`config.mk`:
```
export PLATFORM = sky130hd
export DESIGN_NAME = mem_access_flat
export DESIGN_NICKNAME = d
export VERILOG_FILES = /design/src/rtl/rv32_pkg.sv /design/src/rtl/mem_access_if.sv /design/src/rtl/mem_align.sv /design/src/rtl/mem_access.sv /design/src/flat_wrapper.sv
export SDC_FILE = /design/constraint.sdc
export NUM_CORES = 1
export LEC_CHECK = 0
export BUFFER_PORTS_ARGS = -buffer_cell sky130_fd_sc_hd__buf_2
export CAP_MARGIN = 20
export CORE_MARGIN = 5
export CORE_UTILIZATION = 53
export DETAILED_ROUTE_END_ITERATION = 8
export HOLD_SLACK_MARGIN = 0.02
export PLACE_DENSITY = 0.9
export SLEW_MARGIN = 20
export SYNTH_ARGS = -nofsm -noshare
export SYNTH_HDL_FRONTEND = slang
export SYNTH_SLANG_ARGS = --single-unit
```
`constraint.sdc`:
```
create_clock -name clk -period 4.89 [get_ports clk]
set_input_delay 1.467 -clock clk [delete_from_list [all_inputs] [get_ports clk]]
set_output_delay 1.467 -clock clk [all_outputs]
set_load 0.02 [all_outputs]
```
`src/rtl/rv32_pkg.sv`:
```
// Shared RV32 definitions for the memory stage: opcodes, load/store funct3 codes, FSM states.
package rv32_pkg;

  localparam logic [6:0] OpcLoad  = 7'b0000011;
  localparam logic [6:0] OpcStore = 7'b0100011;
  localparam logic [6:0] OpcOp    = 7'b0110011;
  localparam logic [6:0] OpcOpImm = 7'b0010011;
  localparam logic [6:0] OpcLui   = 7'b0110111;
  localparam logic [6:0] OpcAuipc = 7'b0010111;
  localparam logic [6:0] OpcJal   = 7'b1101111;
  localparam logic [6:0] OpcJalr  = 7'b1100111;

  localparam logic [2:0] F3Lb  = 3'b000;
  localparam logic [2:0] F3Lh  = 3'b001;
  localparam logic [2:0] F3Lw  = 3'b010;
  localparam logic [2:0] F3Lbu = 3'b100;
  localparam logic [2:0] F3Lhu = 3'b101;
  localparam logic [2:0] F3Sb  = 3'b000;
  localparam logic [2:0] F3Sh  = 3'b001;
  localparam logic [2:0] F3Sw  = 3'b010;

  typedef enum logic [0:0] {
    StIdle,
    StAccess
  } mem_state_e;

  // funct3[1:0] encodes access size for both loads and stores.
  function automatic logic addr_aligned(logic [2:0] funct3, logic [1:0] addr_lo);
    case (funct3[1:0])
      2'b00:   return 1'b1;
      2'b01:   return ~addr_lo[0];
      default: return addr_lo == 2'b00;
    endcase
  endfunction

  function automatic logic writes_rd(logic [6:0] opc);
    case (opc)
      OpcOp, OpcOpImm, OpcLui, OpcAuipc, OpcJal, OpcJalr: return 1'b1;
      default:                                            return 1'b0;
    endcase
  endfunction

endpackage

```
`src/rtl/mem_access_if.sv`:
```
// Data-memory bus between the memory stage (master) and the data memory (slave).
interface mem_access_if;
  logic        req;
  logic        we;
  logic [31:0] addr;
  logic [31:0] wdata;
  logic [3:0]  be;
  logic        ack;
  logic [31:0] rdata;

  modport master (output req, we, addr, wdata, be, input ack, rdata);
  modport slave  (input req, we, addr, wdata, be, output ack, rdata);
endinterface

```
`src/rtl/mem_align.sv`:
```
// Combinational store lane steering and load data extraction.
module mem_align
  import rv32_pkg::*;
(
  input  logic [2:0]  funct3_i,
  input  logic [1:0]  addr_lo_i,
  input  logic        is_store_i,
  input  logic [31:0] store_data_i,
  input  logic [31:0] load_data_i,
  output logic [3:0]  be_o,
  output logic [31:0] wdata_o,
  output logic [31:0] load_result_o
);

  logic [7:0]  load_byte;
  logic [15:0] load_half;

  always_comb begin
    be_o    = 4'b1111;
    wdata_o = store_data_i;
    if (is_store_i) begin
      case (funct3_i)
        F3Sb: begin
          be_o    = 4'b0001 << addr_lo_i;
          wdata_o = {4{store_data_i[7:0]}};
        end
        F3Sh: begin
          be_o    = addr_lo_i[1] ? 4'b1100 : 4'b0011;
          wdata_o = {2{store_data_i[15:0]}};
        end
        default: ;
      endcase
    end
  end

  always_comb begin
    case (addr_lo_i)
      2'b00:   load_byte = load_data_i[7:0];
      2'b01:   load_byte = load_data_i[15:8];
      2'b10:   load_byte = load_data_i[23:16];
      default: load_byte = load_data_i[31:24];
    endcase
    load_half = addr_lo_i[1] ? load_data_i[31:16] : load_data_i[15:0];

    case (funct3_i)
      F3Lb:    load_result_o = {{24{load_byte[7]}}, load_byte};
      F3Lbu:   load_result_o = {24'h0, load_byte};
      F3Lh:    load_result_o = {{16{load_half[15]}}, load_half};
      F3Lhu:   load_result_o = {16'h0, load_half};
      default: load_result_o = load_data_i;
    endcase
  end

endmodule

```
`src/rtl/mem_access.sv`:
```
// RV32 memory stage: issues one data-memory access at a time, stalls upstream while waiting,
// aborts on timeout and forwards non-memory results to writeback.
module mem_access
  import rv32_pkg::*;
#(
  parameter int unsigned TIMEOUT_CYCLES = 16
) (
  input  logic         clk,
  input  logic         rstl,
  input  logic [10:0]  opcode_exe_2_mem_i,
  input  logic [4:0]   rd_exe_2_mem_i,
  input  logic [31:0]  rd_data_exe_2_mem_i,
  input  logic [31:0]  mem_data_i,
  input  logic         load_valid_i,
  input  logic         store_valid_i,
  mem_access_if.master dmem,
  output logic         wb_valid_o,
  output logic [4:0]   rd_mem_2_wb_o,
  output logic [31:0]  rd_data_mem_2_wb_o,
  output logic         stall_mem_o,
  output logic         misaligned_o,
  output logic         bus_err_o
);

  localparam int unsigned CntW = $clog2(TIMEOUT_CYCLES + 1);

  mem_state_e state_q, state_d;

  logic [CntW-1:0] cnt_q, cnt_d;
  logic [2:0]      f3_q, f3_d;
  logic [1:0]      addr_lo_q, addr_lo_d;
  logic [4:0]      rd_q, rd_d;
  logic            req_q, req_d;
  logic            we_q, we_d;
  logic [31:0]     addr_q, addr_d;
  logic [31:0]     wdata_q, wdata_d;
  logic [3:0]      be_q, be_d;
  logic            wb_valid_q, wb_valid_d;
  logic [4:0]      rd_wb_q, rd_wb_d;
  logic [31:0]     rd_data_wb_q, rd_data_wb_d;
  logic            misaligned_q, misaligned_d;
  logic            bus_err_q, bus_err_d;

  logic        unused_funct7;
  logic [2:0]  f3_in;
  logic        mem_req;
  logic        req_aligned;
  logic        timeout_hit;
  logic [2:0]  align_f3;
  logic [1:0]  align_lo;
  logic [3:0]  align_be;
  logic [31:0] align_wdata;
  logic [31:0] load_result;

  assign unused_funct7 = opcode_exe_2_mem_i[10];
  assign f3_in         = opcode_exe_2_mem_i[9:7];
  assign mem_req       = load_valid_i | store_valid_i;
  assign req_aligned   = addr_aligned(f3_in, rd_data_exe_2_mem_i[1:0]);
  assign timeout_hit   = cnt_q == CntW'(TIMEOUT_CYCLES - 1);

  // Idle: steer the incoming store; Access: extract with the captured load attributes.
  assign align_f3 = (state_q == StAccess) ? f3_q : f3_in;
  assign align_lo = (state_q == StAccess) ? addr_lo_q : rd_data_exe_2_mem_i[1:0];

  mem_align u_mem_align (
    .funct3_i      (align_f3),
    .addr_lo_i     (align_lo),
    .is_store_i    (store_valid_i & ~load_valid_i),
    .store_data_i  (mem_data_i),
    .load_data_i   (dmem.rdata),
    .be_o          (align_be),
    .wdata_o       (align_wdata),
    .load_result_o (load_result)
  );

  always_ff @(posedge clk) begin
    if (rstl) begin
      state_q      <= StIdle;
      cnt_q        <= '0;
      f3_q         <= '0;
      addr_lo_q    <= '0;
      rd_q         <= '0;
      req_q        <= 1'b0;
      we_q         <= 1'b0;
      addr_q       <= '0;
      wdata_q      <= '0;
      be_q         <= '0;
      wb_valid_q   <= 1'b0;
      rd_wb_q      <= '0;
      rd_data_wb_q <= '0;
      misaligned_q <= 1'b0;
      bus_err_q    <= 1'b0;
    end else begin
      state_q      <= state_d;
      cnt_q        <= cnt_d;
      f3_q         <= f3_d;
      addr_lo_q    <= addr_lo_d;
      rd_q         <= rd_d;
      req_q        <= req_d;
      we_q         <= we_d;
      addr_q       <= addr_d;
      wdata_q      <= wdata_d;
      be_q         <= be_d;
      wb_valid_q   <= wb_valid_d;
      rd_wb_q      <= rd_wb_d;
      rd_data_wb_q <= rd_data_wb_d;
      misaligned_q <= misaligned_d;
      bus_err_q    <= bus_err_d;
    end
  end

  always_comb begin
    state_d = state_q;
    case (state_q)
      StIdle:   if (mem_req && req_aligned) state_d = StAccess;
      StAccess: if (dmem.ack || timeout_hit) state_d = StIdle;
      default:  state_d = StIdle;
    endcase
  end

  always_comb begin
    cnt_d        = cnt_q;
    f3_d         = f3_q;
    addr_lo_d    = addr_lo_q;
    rd_d         = rd_q;
    req_d        = req_q;
    we_d         = we_q;
    addr_d       = addr_q;
    wdata_d      = wdata_q;
    be_d         = be_q;
    wb_valid_d   = 1'b0;
    rd_wb_d      = rd_wb_q;
    rd_data_wb_d = rd_data_wb_q;
    misaligned_d = 1'b0;
    bus_err_d    = 1'b0;

    case (state_q)
      StIdle: begin
        if (mem_req) begin
          f3_d      = f3_in;
          addr_lo_d = rd_data_exe_2_mem_i[1:0];
          rd_d      = rd_exe_2_mem_i;
          if (req_aligned) begin
            req_d   = 1'b1;
            we_d    = ~load_valid_i;
            addr_d  = {rd_data_exe_2_mem_i[31:2], 2'b00};
            wdata_d = align_wdata;
            be_d    = align_be;
            cnt_d   = '0;
          end else begin
            misaligned_d = 1'b1;
          end
        end else begin
          rd_wb_d      = rd_exe_2_mem_i;
          rd_data_wb_d = rd_data_exe_2_mem_i;
          wb_valid_d   = writes_rd(opcode_exe_2_mem_i[6:0]) && (rd_exe_2_mem_i != 5'd0);
        end
      end
      StAccess: begin
        if (dmem.ack) begin
          req_d = 1'b0;
          we_d  = 1'b0;
          if (!we_q) begin
            rd_wb_d      = rd_q;
            rd_data_wb_d = load_result;
            wb_valid_d   = rd_q != 5'd0;
          end
        end else if (timeout_hit) begin
          req_d     = 1'b0;
          we_d      = 1'b0;
          bus_err_d = 1'b1;
        end else begin
          cnt_d = cnt_q + 1'b1;
        end
      end
      default: ;
    endcase
  end

  assign dmem.req           = req_q;
  assign dmem.we            = we_q;
  assign dmem.addr          = addr_q;
  assign dmem.wdata         = wdata_q;
  assign dmem.be            = be_q;
  assign wb_valid_o         = wb_valid_q;
  assign rd_mem_2_wb_o      = rd_wb_q;
  assign rd_data_mem_2_wb_o = rd_data_wb_q;
  assign stall_mem_o        = state_q == StAccess;
  assign misaligned_o       = misaligned_q;
  assign bus_err_o          = bus_err_q;

endmodule

```
`src/flat_wrapper.sv`:
```
// flat-port wrapper written by rule: the top's interface ports become plain ports
module mem_access_flat import rv32_pkg::*;
#(
  parameter int unsigned TIMEOUT_CYCLES = 16
)
  (clk, rstl, opcode_exe_2_mem_i, rd_exe_2_mem_i, rd_data_exe_2_mem_i, mem_data_i, load_valid_i, store_valid_i, wb_valid_o, rd_mem_2_wb_o, rd_data_mem_2_wb_o, stall_mem_o, misaligned_o, bus_err_o, dmem_req, dmem_we, dmem_addr, dmem_wdata, dmem_be, dmem_ack, dmem_rdata);
  mem_access_if dmem_i ();
  input  logic clk;
  input  logic rstl;
  input  logic [10:0] opcode_exe_2_mem_i;
  input  logic [4:0] rd_exe_2_mem_i;
  input  logic [31:0] rd_data_exe_2_mem_i;
  input  logic [31:0] mem_data_i;
  input  logic load_valid_i;
  input  logic store_valid_i;
  output logic wb_valid_o;
  output logic [4:0] rd_mem_2_wb_o;
  output logic [31:0] rd_data_mem_2_wb_o;
  output logic stall_mem_o;
  output logic misaligned_o;
  output logic bus_err_o;
  output wire logic [$bits(dmem_i.req)-1:0] dmem_req;
  output wire logic [$bits(dmem_i.we)-1:0] dmem_we;
  output wire logic [$bits(dmem_i.addr)-1:0] dmem_addr;
  output wire logic [$bits(dmem_i.wdata)-1:0] dmem_wdata;
  output wire logic [$bits(dmem_i.be)-1:0] dmem_be;
  input wire logic [$bits(dmem_i.ack)-1:0] dmem_ack;
  input wire logic [$bits(dmem_i.rdata)-1:0] dmem_rdata;
  assign dmem_req = dmem_i.req;
  assign dmem_we = dmem_i.we;
  assign dmem_addr = dmem_i.addr;
  assign dmem_wdata = dmem_i.wdata;
  assign dmem_be = dmem_i.be;
  assign dmem_i.ack = dmem_ack;
  assign dmem_i.rdata = dmem_rdata;
  mem_access #(.TIMEOUT_CYCLES(TIMEOUT_CYCLES)) u_core (.clk(clk), .rstl(rstl), .opcode_exe_2_mem_i(opcode_exe_2_mem_i), .rd_exe_2_mem_i(rd_exe_2_mem_i), .rd_data_exe_2_mem_i(rd_data_exe_2_mem_i), .mem_data_i(mem_data_i), .load_valid_i(load_valid_i), .store_valid_i(store_valid_i), .dmem(dmem_i), .wb_valid_o(wb_valid_o), .rd_mem_2_wb_o(rd_mem_2_wb_o), .rd_data_mem_2_wb_o(rd_data_mem_2_wb_o), .stall_mem_o(stall_mem_o), .misaligned_o(misaligned_o), .bus_err_o(bus_err_o));
endmodule
```
* Word level (Yosys, flattened, before mapping) *
Index checks and enable logic that the tools add are counted.
Widths: inputs -> output; s select.

storage, ports and cells
  register bits = 124
  input port bits = 117
  output and inout bits = 111
  logic and storage cells = 105

operators by class
  add/subtract/negate cells = 1
  equal/unequal tests = 21
  shift operators = 1
  multiplexer cells = 44
  bitwise gates (word level) = 6
  reductions and logical operators = 17

operator list
  kind                 number
  $mux 32              4
  $pmux 32 s2          2
  $pmux 32 s4          1
  $mux 5               7
  $pmux 8 s3           1
  $pmux 5 s2           2
  $mux 1               16
  $mux 16              1
  $eq 7x5->1 const B   2
  $eq 7x6->1 const B   2
  $eq 7x7->1 const B   2
  $ne 2x2->1 const B   5
  $pmux 1 s2           5
  $reduce_bool 5->1    2
  $reduce_and 3->1     3
  $mux 4               2
  $pmux 4 s2           1
  $eq 3x3->1 const B   2
  $logic_not 2->1      3
  $reduce_or 3->1      2
  $reduce_or 6->1      1
  $add 5x1->5 const B  1
  $eq 5x4->1 const B   1
  $eq 2x1->1 const B   2
  other kinds (15)     20

* Logic depth before layout (Yosys ltp) *
Gate-level depths: netlist of the first run.

  depth in word-level cells = 8
  depth in mapped cells = 8

* Cells and area by module *
A second synthesis of the first run with hierarchy kept.

second synthesis, totals
  cell total of the unflattened synthesis = 746
  area, all modules = 6,693.9 um^2

by module, submodules not included
  module      times used  cells each  area an instance (um^2)
  mem_access  1           572         5,291.3
  mem_align   1           174         1,402.6

* Least setup slack after synthesis of the first run *
No wires, ideal clock.

  kind = input port to flip-flop
  from = in load_valid_i
  to = reg u_core.rd_data_wb_q[27] (netlist: u_core.rd_data_mem_2_wb_o[27])
  setup time = 0.133 ns
  arrival = 2.672 ns
  data required time = 4.757 ns
  slack = 2.085 ns
  cell stages on the path = 7
  path through = or3_4 > and2_4 > buf_6 > buf_6 > clkbuf_1 > a21oi_1 > o22ai_2

on the way
  cells in the longest elaborated chain, start to end = 3

ends and longest elaborated chain
  element                     line                source
  start: declaration          flat_wrapper.sv:14  input logic load_valid_i;
  $or 1x1->1                  mem_access.sv:57    assign mem_req = load_valid_i | store_valid_i;
  $ne 2x2->1 (no line)        --
  $reduce_and 3->1 (no line)  --
  end signal: assignment      mem_access.sv:106   rd_data_wb_q <= rd_data_wb_d;
  end: declaration            mem_access.sv:40    logic [31:0] rd_data_wb_q, rd_data_wb_d;

No other way between the ends.
A chain may end at the register's enable or synchronous reset.

* Worst setup path after layout of the first run *
  from = in rd_data_exe_2_mem_i[1]
  to = reg u_core.rd_data_wb_q[30] (netlist: u_core.rd_data_mem_2_wb_o[30])

on the way
  cells in the longest elaborated chain, start to end = 7
  elaborated cells on any way between the ends = 10

ends and longest elaborated chain
  element                                   line                source
  start: declaration                        flat_wrapper.sv:12  input logic [31:0] rd_data_exe_2_mem_i;
  $mux 2 (*)                                mem_access.sv:63    assign align_lo = (state_q == StAccess) ? addr_lo_q : rd_data_exe_2_mem_i[1:0];
  $eq 2x2->1, or another cell as far along  mem_align.sv:37     case (addr_lo_i)
  $pmux 8 s3                                mem_align.sv:37
  $pmux 32 s4 (*)                           mem_align.sv:45     case (funct3_i)
  $mux 32 (*)                               mem_access.sv:163   if (!we_q) begin
  $mux 32 (*)                               mem_access.sv:160   if (dmem.ack) begin
  $pmux 32 s2 (*)                           mem_access.sv:137   case (state_q)

Mark *: on every way between the ends. The rest lies on a longest branch, timed or not. The select of a mux whose other input is x is not followed.

==> impl_metrics.env, run 1 <==
export IMPL_tns_ns=0
export IMPL_synth_flop_cell="dfxtp_1"
export IMPL_critPathArrivalTime_ns=3.58
export IMPL_cts_clk_slew_worst_paths_ns=0.06
export IMPL_synth_top_cells_by_area="dfxtp_1, nand2_1, a21oi_1"
export IMPL_syn_inst=763
export IMPL_end_kind="flip-flop"
export IMPL_crit_family="compound AO/OA/AOI/OAI gates"
export IMPL_top_usage_layer="met2"
export IMPL_drtIter0Drc=781
export IMPL_grt_use_total=0.282
export IMPL_start_util=0.547
export IMPL_yosysWarnings=0
export IMPL_cp_num_buf_inv=1
export IMPL_dpl_hpwl_um=13600
export IMPL_met2_usage=0.452
export IMPL_post_drt_wl_per_cell_um=17.8
export IMPL_status="finished clean"
export IMPL_clkSinkCount=124
export IMPL_ir_drop_mv=0.304
export IMPL_yosysSeqAreaShare=0.413
export IMPL_root_buffer="clkbuf_16"
export IMPL_ant_nets=0
export IMPL_die_x_um=117
export IMPL_critPathLaunchType="input port"
export IMPL_tightest_slew_ns=0.992
export IMPL_fmax_ghz=0.301
export IMPL_place_gp_congestion=0.914
export IMPL_cts_tree="done"
export IMPL_io_buffers=224
export IMPL_grt_pass1_wl_um=30100
export IMPL_met1_usage=0.358
export IMPL_cts_setup_buffers=0
export IMPL_synth_edf_count=0
export IMPL_cap_violations=0
export IMPL_antenna_found_initial=1
export IMPL_place_area_mm2=0.00708
export IMPL_slowest_stage="a21oi_2"
export IMPL_boundaryPins=228
export IMPL_design_area_mm2=0.00775
export IMPL_rsz0062_at_grt="no"
export IMPL_leakagePower_nw=3.37
export IMPL_drv_slew=0
export IMPL_dieArea_mm2=0.0136
export IMPL_fp_row_count=38
export IMPL_synth_cell_types=53
export IMPL_slowest_delay_ns=0.72
export IMPL_min_path_type="reg2reg"
export IMPL_cp_cell_sequence="buf_2 > mux2i_2 > mux2i_1 > o41ai_2 > a21oi_2 > o22ai_1"
export IMPL_drc_errors=0
export IMPL_synth_area_mm2=0.00601
export IMPL_core_area_mm2=0.0110
export IMPL_grt_pass1_vias=5887
export IMPL_yosys_register_bits=124
export IMPL_final_nets=1072
export IMPL_final_util=0.706
export IMPL_h_tree_depth=4
export IMPL_cp_max_fo=16
export IMPL_wirelength_um=19700
export IMPL_synth_top_cell_area_share=0.413
export IMPL_area_growth_pct=29.0
export IMPL_async_flop_share=0
export IMPL_vias=6570
export IMPL_clock_latency_ns=0.41
export IMPL_grt_max_degree=115
export IMPL_fin_crit_ns=3.33
export IMPL_finalHoldViolations=0
export IMPL_skew_ns=0.0131
export IMPL_avgSynthCellArea_um2=7.88
export IMPL_pwr_density_cell_mw_per_mm2=409
export IMPL_ctsHoldBuffers=0
export IMPL_ctsLongestPathBuffers=2
export IMPL_yosysMostFrequentCell="nand2_1"
export IMPL_dr_pass1_iters=8
export IMPL_grt_use_met3=0.0699
export IMPL_post_route_period_util=0.680
export IMPL_slew_headroom=0.338
export IMPL_gr_total_overflow=0
export IMPL_critical_path_class="in2reg"
export IMPL_cts_made_buffers=17
export IMPL_critPathRequiredTime_ns=5.14
export IMPL_cts_resized=0
export IMPL_drive_above_1_share=0.293
export IMPL_die_h_um=117
export IMPL_setup_viol=0
export IMPL_viasPerCell=5.93
export IMPL_synth_common_cells="nand2_1, dfxtp_1, a21oi_1"
export IMPL_synth_largest_area_cell="dfxtp_1"
## flip-flops by register name, indices dropped and copies added (netlist names)
signal / cells
u_core.dmem.req: 1
u_core.stall_mem_o: 1
u_core.dmem.be: 4
u_core.addr_lo_q: 2
u_core.misaligned_o: 1
u_core.dmem.we: 1
u_core.wb_valid_o: 1
u_core.rd_mem_2_wb_o: 5
u_core.cnt_q: 5
u_core.rd_q: 5
u_core.f3_q: 3
u_core.dmem.wdata: 32
u_core.rd_data_mem_2_wb_o: 32
u_core.dmem.addr: 30
u_core.bus_err_o: 1
## final timing paths
path                                       from  slack, ns                                         end  cells past startpoint
max                      rd_data_exe_2_mem_i[1]       1.56  u_core.rd_data_mem_2_wb_o[30]$_SDFFE_PP0P_                      6
min          u_core.dmem.wdata[29]$_SDFFE_PP0P_       0.45          u_core.dmem.wdata[29]$_SDFFE_PP0P_                      2
max reg2reg       u_core.stall_mem_o$_SDFF_PP0_       2.08   u_core.rd_data_mem_2_wb_o[5]$_SDFFE_PP0P_                      6
min reg2reg  u_core.dmem.wdata[29]$_SDFFE_PP0P_       0.45          u_core.dmem.wdata[29]$_SDFFE_PP0P_                      2
## cells by family (layout without fill, tap and decap cells)
group                    Yosys count  count (layout)  share of synthesized area
AND/OR/NAND/NOR                  297             297                      0.224
buffers and inverters             72             274                     0.0591
adder cells (fa/ha/maj)            2               2                    0.00416
AO/OA/AOI/OAI                    232             232                      0.239
XOR/XNOR                           2               2                    0.00291
flip-flops                       124             124                      0.413
multiplexers                      33              33                     0.0568
other                              1               3                   0.000624
## layout by cell type, fill, tap and decap left out, drive strengths merged, types with 10 or more instances in the layout
cell type	count
buf	236
nand2	149
dfxtp	124
a21oi	95
nor2	59
o21ai	40
mux2i	30
a211oi	26
o22ai	24
nor3	23
or3	22
clkbuf	21
o21a	10
## final cells by class
class	instances	area (um^2)
antenna	1	2.50
sequential	124	2480
fill	898	3230
clock inverter	11	215
inverter	6	22.5
clock buffer	21	450
timing repair buffer	236	1220
tap	140	175
multi-input combinational	568	3190
## metrics by stage
| step | worst slack (ns) | hold slack [ns] | instances | total power, mW |
|---|---|---|---|---|
| after global routing | 1.46 | 0.463 | 1107 | 3.29 |
| final | 1.56 | 0.449 | 1107 | 3.17 |
| after global placement | 1.31 | 0.436 | 1074 | 1.73 |
| after floorplan | 2.09 | 0.443 | 764 | 1.54 |
| after detailed placement | 1.23 | 0.442 | 1074 | 1.75 |
| after CTS | 1.65 | 0.450 | 1106 | 3.17 |
## worst min-delay path, stage by stage (launching register included)
cell     delay [ns]
dfxtp_1        0.30
nand2_1        0.05
a21oi_1        0.05
## where the power goes
part	switching [mW]	internal, mW	leakage (nW)
registers	0.0518	1.09	1.02
logic	0.389	0.209	2.03
clock network	0.458	0.969	0.321
total	0.899	2.27	3.37
## per-layer routing
layer  wire length [um]  vias up
met2               9340      369
met3               1930       58
li1                   -     3099
met1               7680     3044
met4                764        0
met5                  0        -
Power figures use the tool's default switching activity.
==> run 2, diff against run 1 <==
--- a/config.mk
+++ b/config.mk
@@ -5,13 +5,14 @@
 export SDC_FILE = /design/constraint.sdc
 export NUM_CORES = 1
 export LEC_CHECK = 0
+export ABC_AREA = 1
 export BUFFER_PORTS_ARGS = -buffer_cell sky130_fd_sc_hd__buf_2
 export CAP_MARGIN = 20
 export CORE_MARGIN = 5
-export CORE_UTILIZATION = 53
+export CORE_UTILIZATION = 44
 export DETAILED_ROUTE_END_ITERATION = 8
 export HOLD_SLACK_MARGIN = 0.02
-export PLACE_DENSITY = 0.9
+export PLACE_DENSITY = 0.81
 export SLEW_MARGIN = 20
 export SYNTH_ARGS = -nofsm -noshare
 export SYNTH_HDL_FRONTEND = slang
==> constraint.sdc (replaced) <==
create_clock -name clk -period 3 [get_ports clk]
set_input_delay 0.9 -clock clk [delete_from_list [all_inputs] [get_ports clk]]
set_output_delay 0.9 -clock clk [all_outputs]
set_load 0.02 [all_outputs]
==> impl_metrics.env, run 2 <==
export IMPL_rsz0062_at_grt="no"
export IMPL_cap_violations=0
export IMPL_path_common_cell="nand2_1"
export IMPL_drive_above_1_share=0.282
export IMPL_leakagePower_nw=3.75
export IMPL_skew_ns=0.00902
export IMPL_synth_cell_types=40
export IMPL_antenna_found_initial=2
export IMPL_grt_use_total=0.244
export IMPL_finalPower_mw=4.97
export IMPL_drv_slew=0
export IMPL_synth_top_cells_by_area="dfxtp_1, nand2_1, a21oi_1"
export IMPL_post_drt_wl_per_cell_um=16.4
export IMPL_met1_usage=0.303
export IMPL_met2_usage=0.385
export IMPL_clock_latency_ns=0.42
export IMPL_start_util=0.444
export IMPL_rr_worst_depth=11
export IMPL_final_nets=1140
export IMPL_viasPerCell=5.40
export IMPL_drtIter0Drc=685
export IMPL_min_path_type="reg2reg"
export IMPL_cp_cell_sequence="buf_4 > nand2_1 > nand2_2 > inv_2 > nand2_1 > nand2_1 > nand2_1 > nand3_4 > o21ai_0 > nand2_1 > a21oi_1"
export IMPL_cts_clk_slew_worst_paths_ns=0.05
export IMPL_slowest_delay_ns=0.58
export IMPL_critPathRequiredTime_ns=3.34
export IMPL_place_gp_congestion=0.865
export IMPL_synth_common_cells="nand2_1, dfxtp_1, a21oi_1"
export IMPL_pwr_density_cell_mw_per_mm2=651
export IMPL_holdPathStages=2
export IMPL_avgSynthCellArea_um2=7.08
export IMPL_h_tree_depth=4
export IMPL_synth_edf_count=0
export IMPL_synth_largest_area_cell="dfxtp_1"
export IMPL_ctsLongestPathBuffers=2
export IMPL_final_cell_mix="buf_2, nand2_1, dfxtp_1, a21oi_1, o21ai_0"
export IMPL_root_buffer="clkbuf_16"
export IMPL_dieArea_mm2=0.0156
export IMPL_hold_slack_ns=0.463
export IMPL_synth_area_mm2=0.00581
export IMPL_gr_total_overflow=0
export IMPL_ctsHoldBuffers=0
export IMPL_ant_nets=0
export IMPL_cts_resized=0
export IMPL_grt_max_degree=62
export IMPL_dr_pass1_iters=6
export IMPL_die_h_um=125
export IMPL_yosysMostFrequentCell="nand2_1"
export IMPL_core_area_mm2=0.0131
export IMPL_clkSinkCount=124
export IMPL_yosys_register_bits=124
export IMPL_fp_row_count=42
export IMPL_slew_headroom=0.559
export IMPL_yosysWarnings=0
export IMPL_grt_use_met3=0.0746
export IMPL_dpl_hpwl_um=14400
export IMPL_finalHoldViolations=0
export IMPL_cp_max_fo=24
export IMPL_fin_crit_ns=2.37
export IMPL_synth_flop_cell="dfxtp_1"
export IMPL_tns_ns=0
export IMPL_grt_pass1_wl_um=30700
export IMPL_crit_family="simple AND/OR/NAND/NOR gates"
export IMPL_die_x_um=125
export IMPL_worst_path_stages=11
export IMPL_setup_viol=0
export IMPL_final_util=0.583
export IMPL_grt_pass1_vias=5936
export IMPL_async_flop_share=0
export IMPL_cts_setup_buffers=0
export IMPL_cp_num_buf_inv=2
export IMPL_top_usage_layer="met2"
export IMPL_drc_errors=0
export IMPL_synth_top_cell_area_share=0.428
export IMPL_cts_made_buffers=17
export IMPL_post_route_period_util=0.791
export IMPL_vias=6538
export IMPL_slowest_stage="dfxtp_1"
export IMPL_final_common_cell="buf_2"
export IMPL_critical_path_class="reg2reg"
export IMPL_boundaryPins=228
export IMPL_wirelength_um=19800
export IMPL_critPathArrivalTime_ns=2.72
export IMPL_status="finished clean"
export IMPL_fmax_ghz=0.421
export IMPL_critPathLaunchType="flip-flop"
export IMPL_area_growth_pct=31.4
export IMPL_ir_drop_mv=0.376
export IMPL_yosysSeqAreaShare=0.428
export IMPL_cts_tree="done"
export IMPL_syn_inst=820
export IMPL_end_kind="flip-flop"
export IMPL_tightest_slew_ns=0.659
export IMPL_nFillCells=1240
export IMPL_io_buffers=224
[run 2: changes by cell type after synthesis, sizes merged, moves of 9 or more]
cell    before  now
a211oi      26    1
or3         22    0
inv          6   64
buf         33   20
nand3        6   83
o21a        10    1
o21ai       40  114
o22ai       24    8
a21oi       95  109
mux2i       30    0
nor2        59   50
nor3        23    6
a31oi        2   14
[run 2: cell families (layout without fill, tap and decap cells)]
kind of cell               count (synthesis)  after routing  share of synthesized area
AOI/OAI and AO/OA                        267            267                      0.248
other                                      1              3                   0.000646
buffers and inverters                    124            337                     0.0914
DFF                                      124            124                      0.428
adders and majority gates                  2              2                    0.00431
and+or+nand+nor                          302            302                      0.228
[run 2: worst paths after layout]
path	from	endpoint	slack [ns]
worst max-delay path	u_core.stall_mem_o$_SDFF_PP0_	u_core.rd_data_mem_2_wb_o[13]$_SDFFE_PP0P_	0.63
worst min-delay path	u_core.dmem.wdata[7]$_SDFFE_PP0P_	u_core.dmem.wdata[7]$_SDFFE_PP0P_	0.46
worst max register to register	u_core.stall_mem_o$_SDFF_PP0_	u_core.rd_data_mem_2_wb_o[13]$_SDFFE_PP0P_	0.63
worst min register to register	u_core.dmem.wdata[7]$_SDFFE_PP0P_	u_core.dmem.wdata[7]$_SDFFE_PP0P_	0.46
[run 2: area by class of cell]
class / instances / area (um^2) / share of cell area
Multi-Input combinational cell: 573 / 2800 / 0.368
Sequential cell: 124 / 2480 / 0.325
Timing Repair Buffer: 237 / 1240 / 0.163
Clock buffer: 19 / 453 / 0.0594
Inverter: 68 / 256 / 0.0336
Tap cell: 176 / 220 / 0.0289
Clock inverter: 13 / 166 / 0.0218
Antenna cell: 1 / 2.50 / 0.000328
[run 2: report_power, final]
group / internal (mW) / switching (mW) / total [mW]
logic: 0.317 / 0.668 / 0.985
clock network: 1.35 / 0.772 / 2.13
registers: 1.79 / 0.0687 / 1.86
[run 2: stage by stage]
| stage | instances | worst slack [ns] | instance area, um^2 |
|---|---|---|---|
| after global placement | 1178 | 0.232 | 7010 |
| after floorplan | 821 | 0.985 | 5810 |
| after CTS | 1210 | 0.636 | 7630 |
| after global routing | 1211 | 0.361 | 7630 |
| final | 1211 | 0.627 | 7630 |
| after detailed placement | 1178 | 0.202 | 7010 |
[run 2: per-layer routing]
metal | vias to the layer above | wire length, um
li1 | 3198 | -
met1 | 2946 | 7920
met2 | 344 | 9370
met3 | 48 | 1900
met4 | 2 | 652
met5 | - | 7
[run 2: tightest hold or removal path, cell delays in order, from the launching register on]
cell,delay [ns]
dfxtp_1,0.30
nand3_1,0.07
nand2_1,0.05
